===== src/rtl/shift_sequencer_pkg.sv =====
// Shared op codes and state encodings for shift_sequencer and its shifter.
package shift_sequencer_pkg;

  localparam logic [2:0] OP_SHIFT_LEFT_ZERO  = 3'd0;
  localparam logic [2:0] OP_SHIFT_RIGHT_ZERO = 3'd1;
  localparam logic [2:0] OP_SHIFT_LEFT_ONE   = 3'd2;
  localparam logic [2:0] OP_SHIFT_RIGHT_ONE  = 3'd3;
  localparam logic [2:0] OP_ROTATE_LEFT      = 3'd4;
  localparam logic [2:0] OP_ROTATE_RIGHT     = 3'd5;

  localparam logic [1:0] ST_IDLE  = 2'd0;
  localparam logic [1:0] ST_SHIFT = 2'd1;
  localparam logic [1:0] ST_DONE  = 2'd2;

  // Right-moving ops eject bit 0; all others (including no-ops) report the MSB.
  function automatic logic is_right_op(logic [2:0] op);
    return (op == OP_SHIFT_RIGHT_ZERO) || (op == OP_SHIFT_RIGHT_ONE) ||
           (op == OP_ROTATE_RIGHT);
  endfunction

endpackage


===== src/rtl/shift_sequencer_shifter.sv =====
// Combinational single-position shifter/rotator; op codes 6-7 pass data through.
module shift_sequencer_shifter
  import shift_sequencer_pkg::*;
#(
  parameter int unsigned DATA_WIDTH = 8
) (
  input  logic [DATA_WIDTH-1:0] i_data,
  input  logic [2:0]            i_op,
  output logic [DATA_WIDTH-1:0] o_data
);

  always_comb begin
    o_data = i_data;
    case (i_op)
      OP_SHIFT_LEFT_ZERO:  o_data = {i_data[DATA_WIDTH-2:0], 1'b0};
      OP_SHIFT_RIGHT_ZERO: o_data = {1'b0, i_data[DATA_WIDTH-1:1]};
      OP_SHIFT_LEFT_ONE:   o_data = {i_data[DATA_WIDTH-2:0], 1'b1};
      OP_SHIFT_RIGHT_ONE:  o_data = {1'b1, i_data[DATA_WIDTH-1:1]};
      OP_ROTATE_LEFT:      o_data = {i_data[DATA_WIDTH-2:0], i_data[DATA_WIDTH-1]};
      OP_ROTATE_RIGHT:     o_data = {i_data[0], i_data[DATA_WIDTH-1:1]};
      default:             o_data = i_data;
    endcase
  end

endmodule


===== src/rtl/shift_sequencer.sv =====
// Multi-cycle shift/rotate engine: one shifter step per clock for a programmed count.
// Optional macro SHIFT_SEQUENCER_SERIAL_IN_EN fills vacated bits of ops 0-3 from i_serial_in.
module shift_sequencer
  import shift_sequencer_pkg::*;
#(
  parameter int unsigned DATA_WIDTH = 8,
  parameter int unsigned CNT_WIDTH  = $clog2(DATA_WIDTH) + 1
) (
  input  logic                  i_clk,
  input  logic                  i_reset_n,
  input  logic                  i_start,
  input  logic                  i_abort,
  input  logic [DATA_WIDTH-1:0] i_data,
  input  logic [2:0]            i_op,
  input  logic [CNT_WIDTH-1:0]  i_count,
  input  logic                  i_serial_in,
  output logic                  o_busy,
  output logic                  o_done,
  output logic [DATA_WIDTH-1:0] o_data,
  output logic                  o_serial_out
);

  logic [1:0]            r_state, w_state_nxt;
  logic [DATA_WIDTH-1:0] r_data, w_data_nxt;
  logic [2:0]            r_op, w_op_nxt;
  logic [CNT_WIDTH-1:0]  r_cnt, w_cnt_nxt;
  logic                  r_sout, w_sout_nxt;

  logic [CNT_WIDTH-1:0]  w_count_sat;
  logic [DATA_WIDTH-1:0] w_shift_out;
  logic [DATA_WIDTH-1:0] w_step;

  assign w_count_sat = (i_count > CNT_WIDTH'(DATA_WIDTH)) ? CNT_WIDTH'(DATA_WIDTH) : i_count;

  shift_sequencer_shifter #(
    .DATA_WIDTH (DATA_WIDTH)
  ) u_shifter (
    .i_data (r_data),
    .i_op   (r_op),
    .o_data (w_shift_out)
  );

`ifdef SHIFT_SEQUENCER_SERIAL_IN_EN
  always_comb begin
    w_step = w_shift_out;
    case (r_op)
      OP_SHIFT_LEFT_ZERO, OP_SHIFT_LEFT_ONE:   w_step[0] = i_serial_in;
      OP_SHIFT_RIGHT_ZERO, OP_SHIFT_RIGHT_ONE: w_step[DATA_WIDTH-1] = i_serial_in;
      default: ;
    endcase
  end
`else
  logic w_unused_serial_in;
  assign w_unused_serial_in = i_serial_in;
  assign w_step = w_shift_out;
`endif

  always_comb begin
    w_state_nxt = r_state;
    w_data_nxt  = r_data;
    w_op_nxt    = r_op;
    w_cnt_nxt   = r_cnt;
    w_sout_nxt  = r_sout;
    // Abort outranks everything; the register keeps its partial value.
    if (i_abort) begin
      w_state_nxt = ST_IDLE;
    end else begin
      case (r_state)
        ST_IDLE: begin
          if (i_start) begin
            w_data_nxt  = i_data;
            w_op_nxt    = i_op;
            w_cnt_nxt   = w_count_sat;
            w_state_nxt = (w_count_sat != '0) ? ST_SHIFT : ST_DONE;
          end
        end
        ST_SHIFT: begin
          w_data_nxt = w_step;
          w_sout_nxt = is_right_op(r_op) ? r_data[0] : r_data[DATA_WIDTH-1];
          w_cnt_nxt  = r_cnt - CNT_WIDTH'(1);
          if (r_cnt == CNT_WIDTH'(1)) begin
            w_state_nxt = ST_DONE;
          end
        end
        ST_DONE: w_state_nxt = ST_IDLE;
        default: w_state_nxt = ST_IDLE;
      endcase
    end
  end

  always_ff @(posedge i_clk or negedge i_reset_n) begin
    if (!i_reset_n) begin
      r_state <= ST_IDLE;
      r_data  <= '0;
      r_op    <= '0;
      r_cnt   <= '0;
      r_sout  <= 1'b0;
    end else begin
      r_state <= w_state_nxt;
      r_data  <= w_data_nxt;
      r_op    <= w_op_nxt;
      r_cnt   <= w_cnt_nxt;
      r_sout  <= w_sout_nxt;
    end
  end

  assign o_busy       = (r_state == ST_SHIFT) || (r_state == ST_DONE);
  assign o_done       = (r_state == ST_DONE);
  assign o_data       = r_data;
  assign o_serial_out = r_sout;

endmodule


===== config.mk =====
export PLATFORM = sky130hd
export DESIGN_NAME = shift_sequencer
export DESIGN_NICKNAME = d
export VERILOG_FILES = /design/src/rtl/shift_sequencer_pkg.sv /design/src/rtl/shift_sequencer_shifter.sv /design/src/rtl/shift_sequencer.sv
export SDC_FILE = /design/constraint.sdc
export NUM_CORES = 1
export LEC_CHECK = 0
export ABC_AREA = 1
export CORE_ASPECT_RATIO = 0.8
export CORE_MARGIN = 8
export CORE_UTILIZATION = 40
export DETAILED_ROUTE_END_ITERATION = 7
export GPL_ROUTABILITY_DRIVEN = 0
export PLACE_DENSITY = 0.67
export SETUP_SLACK_MARGIN = 0.3
export SYNTH_ARGS = -nofsm -noshare
export SYNTH_HDL_FRONTEND = slang
export SYNTH_HIERARCHICAL = 1
export SYNTH_SLANG_ARGS = --single-unit

===== constraint.sdc =====
create_clock -name i_clk -period 1.7 [get_ports i_clk]
set_clock_uncertainty 0.1 [all_clocks]
set_input_delay 0.17 -clock i_clk [delete_from_list [all_inputs] [get_ports i_clk]]
set_output_delay 0.17 -clock i_clk [all_outputs]
set_load 0.01 [all_outputs]

==> results.sh <==
export IMPL_vdd_drop_max_mv=0.864
export IMPL_cts_buffer_depth=2
export IMPL_finalWirelength_um=3270
export IMPL_internal_power_mw=1.69
export IMPL_wl_per_cell_um=11.9
export IMPL_cp_arrival_ns=1.13
export IMPL_overflow=0
export IMPL_path_clk_slew_ns=0.07
export IMPL_synth_warnings=6
export IMPL_ff2ff_setup_slack_ns=0.32
export IMPL_grt_pass1_wl_um=5510
export IMPL_num_fill_cells=298
export IMPL_grt_setup_unrepaired="yes"
export IMPL_worst_r2r_endpoint="r_cnt[2]$_DFFE_PN0P_"
export IMPL_die_w_um=79.2
export IMPL_combPwrFrac_pct=62.1
export IMPL_finalMaxSlewViolations=0
export IMPL_critPathLaunch="r_state[0]$_DFFE_PN0P_"
export IMPL_tightest_slew_ns=0.247
export IMPL_p_per_area_mw_per_mm2=1690
export IMPL_cts_tree="built"
export IMPL_finalPower_mw=3.12
export IMPL_antenna_cells=0
export IMPL_finalHoldViolations=0
export IMPL_netlist_area_mm2=0.00128
export IMPL_hold_buffers=0
export IMPL_critical_path_class="reg -> out"
export IMPL_cts_sinks=18
export IMPL_period_share_pct=82.2
export IMPL_finalSetupViolations=0
export IMPL_max_slew_margin_rel_pct=83.5
export IMPL_drt_pass1_iter_count=4
export IMPL_drv_cap=0
export IMPL_core_mm2=0.00306
export IMPL_std_cell_rows=18
export IMPL_power_frac_seq_pct=26.7
export IMPL_ant_nets=0
export IMPL_min_period_ns=1.40
export IMPL_tns_ns=0
export IMPL_vias=1327
export IMPL_cp_required_ns=1.43
export IMPL_clock_power_share_pct=11.2
export IMPL_hp_class="in -> async"
export IMPL_final_nets=261
export IMPL_p_sw_mw=1.44
export IMPL_p_sw_share_pct=46.0
export IMPL_crit_fanout=3
export IMPL_synthToLayoutAreaGrowth_pct=44.6
export IMPL_drc=0
export IMPL_antenna_found_initial=0
export IMPL_start_kind="flop"
export IMPL_viasPerCell=4.83
export IMPL_clkLatencyLatePin_ns=0.26
export IMPL_synth_seq_cells=18
export IMPL_ios=31
export IMPL_netlist_cell_type_count=20
export IMPL_fmax_mhz=716
export IMPL_reg2regPathDepth=8
export IMPL_grt_pass1_vias=1247
export IMPL_drtIter0Drc=109
export IMPL_status="completed"
export IMPL_initial_utilization_pct=41.8
export IMPL_layout_drive_gt1_share_pct=24.3
export IMPL_avgSynthCellArea_um2=6.77
export IMPL_root_buffer="clkbuf_8"
export IMPL_syn_nets=214
export IMPL_grt_util_all_layers_pct=12.8
export IMPL_timing_rr_start="r_state[0]$_DFFE_PN0P_"
export IMPL_synthCells=189
export IMPL_io_buffers=29
export IMPL_leakage_nw=0.989
export IMPL_numCtsBuffers=3
export IMPL_die_y_um=66.6
export IMPL_die_area_mm2=0.00528
export IMPL_worst_setup_path_endpoint="o_busy"
export IMPL_cp_end_kind="output port"
export IMPL_synth_seq_area_share_pct=35.2
export IMPL_dpl_hpwl_um=2380
export IMPL_grt_max_degree=19
export IMPL_cts_htree_levels=1
[repair_timing]
action / 4_1_cts / 5_1_grt
gates resized for setup: 33 / 11
setup buffers: 8 / 2
hold endpoints to repair: 0 / 0
setup endpoints to repair: 23 / 16
pin swaps: 4 / 8
[how the worst min path moves through the flow]
stage                              from                       end  slack [ns]  cells past startpoint
5_1_grt                       i_reset_n     o_data[0]$_DFFE_PN0P_        0.18                      2
4_1_cts                       i_reset_n     o_data[0]$_DFFE_PN0P_        0.15                      2
3_3_place_gp   o_serial_out$_DFFE_PN0P_  o_serial_out$_DFFE_PN0P_        0.38                      2
6_report                      i_reset_n     o_data[0]$_DFFE_PN0P_        0.15                      2
2_1_floorplan                 i_reset_n     o_data[0]$_DFFE_PN0P_       -0.23                      0
3_5_place_dp   o_serial_out$_DFFE_PN0P_  o_serial_out$_DFFE_PN0P_        0.40                      2
[power groups by stage]
stage,sequential (mW),combinational (mW),clock (mW)
4_1_cts,0.827,1.88,0.364
3_5_place_dp,0.885,1.65,0
5_1_grt,0.864,2.18,0.375
3_3_place_gp,0.874,1.61,0
2_1_floorplan,0.876,1.08,0
6_report,0.833,1.94,0.351
[logic make-up after synthesis]
| kind of cell | share of synthesized area [%] |
|---|---|
| simple gates | 48.9 |
| fa+ha+maj | 4.89 |
| buf+inv | 6.94 |
| compound gates | 4.11 |
| flops | 35.2 |
[stage by stage]
stage          setup WS [ns]  cell area [µm²]  std cells  utilization (%)  hold WS (ns)
4_1_cts                0.181             1810        273             59.0         0.155
2_1_floorplan          0.328             1280        189                -        -0.226
6_report               0.303             1850        275             60.4         0.148
3_5_place_dp           0.128             1640        261             53.6         0.396
5_1_grt                0.246             1850        275             60.4         0.178
3_3_place_gp           0.163             1640        261             53.6         0.383
[layout make-up]
type | instances | area, µm² | area share (%)
multi-input cells | 152 | 807 | 43.6
flip-flops and latches | 18 | 455 | 24.6
repair buffers | 44 | 402 | 21.7
inverters | 17 | 81.3 | 4.39
clock buffers | 4 | 55.1 | 2.97
well taps | 40 | 50.0 | 2.70
[per-layer routing]
metal,vias to the layer above,part of all wire [%],wire length [µm],global-route usage (%)
li1,691,-,-,-
met1,608,44,1450,15.4
met2,24,50,1620,21.6
met3,4,5.2,170,3.90
met4,0,0.80,26,3.92
met5,-,0,0,0
[worst max-delay path, stage by stage, from the launching register on]
cell      delay (ns)
dfrtp_1         0.43
inv_2           0.08
ha_4            0.25
clkbuf_2        0.12
[placed cells by master (no fill, tap or decap)]
cell type / instances
inv_8: 1
buf_6: 2
o21ai_2: 1
dfrtp_2: 4
a21oi_1: 4
nand4_1: 1
nand2_2: 9
o21ai_0: 1
ha_1: 3
nand3_2: 6
nor2_1: 6
nand2_4: 4
inv_6: 1
o21ai_1: 3
clkbuf_2: 1
ha_4: 2
a22oi_1: 1
dlygate4sd2_1: 9
nand3_1: 22
clkdlybuf4s50_1: 18
nor2_2: 2
nand2_1: 85
buf_12: 1
inv_2: 3
nor2_4: 1
buf_2: 1
buf_4: 12
clkinv_4: 1
inv_1: 11
clkbuf_8: 4
nor2_8: 1
dfrtp_1: 14
[synthesized netlist by cell type]
master | instances | area share, %
nor2_1 | 9 | 2.6
dfrtp_1 | 18 | 35
nand4_1 | 1 | 0.49
nand2_4 | 1 | 0.88
nand3_1 | 22 | 8.6
a22oi_1 | 1 | 0.59
nand2_1 | 89 | 26
a21oi_1 | 4 | 1.6
inv_1 | 13 | 3.8
nor2_8 | 1 | 1.6
o21ai_1 | 3 | 1.2
nand3_2 | 6 | 4.7
nand2_2 | 8 | 3.9
ha_1 | 5 | 4.9
o21ai_0 | 2 | 0.78
clkinv_2 | 1 | 0.39
buf_2 | 1 | 0.39
buf_6 | 1 | 0.88
inv_2 | 2 | 0.59
inv_8 | 1 | 0.88
[registers in the layout, summed over array words and instances (netlist names)]
name          cells
r_op              3
r_state           2
o_serial_out      1
r_cnt             4
o_data            8
(Power assumes the default switching activity.)
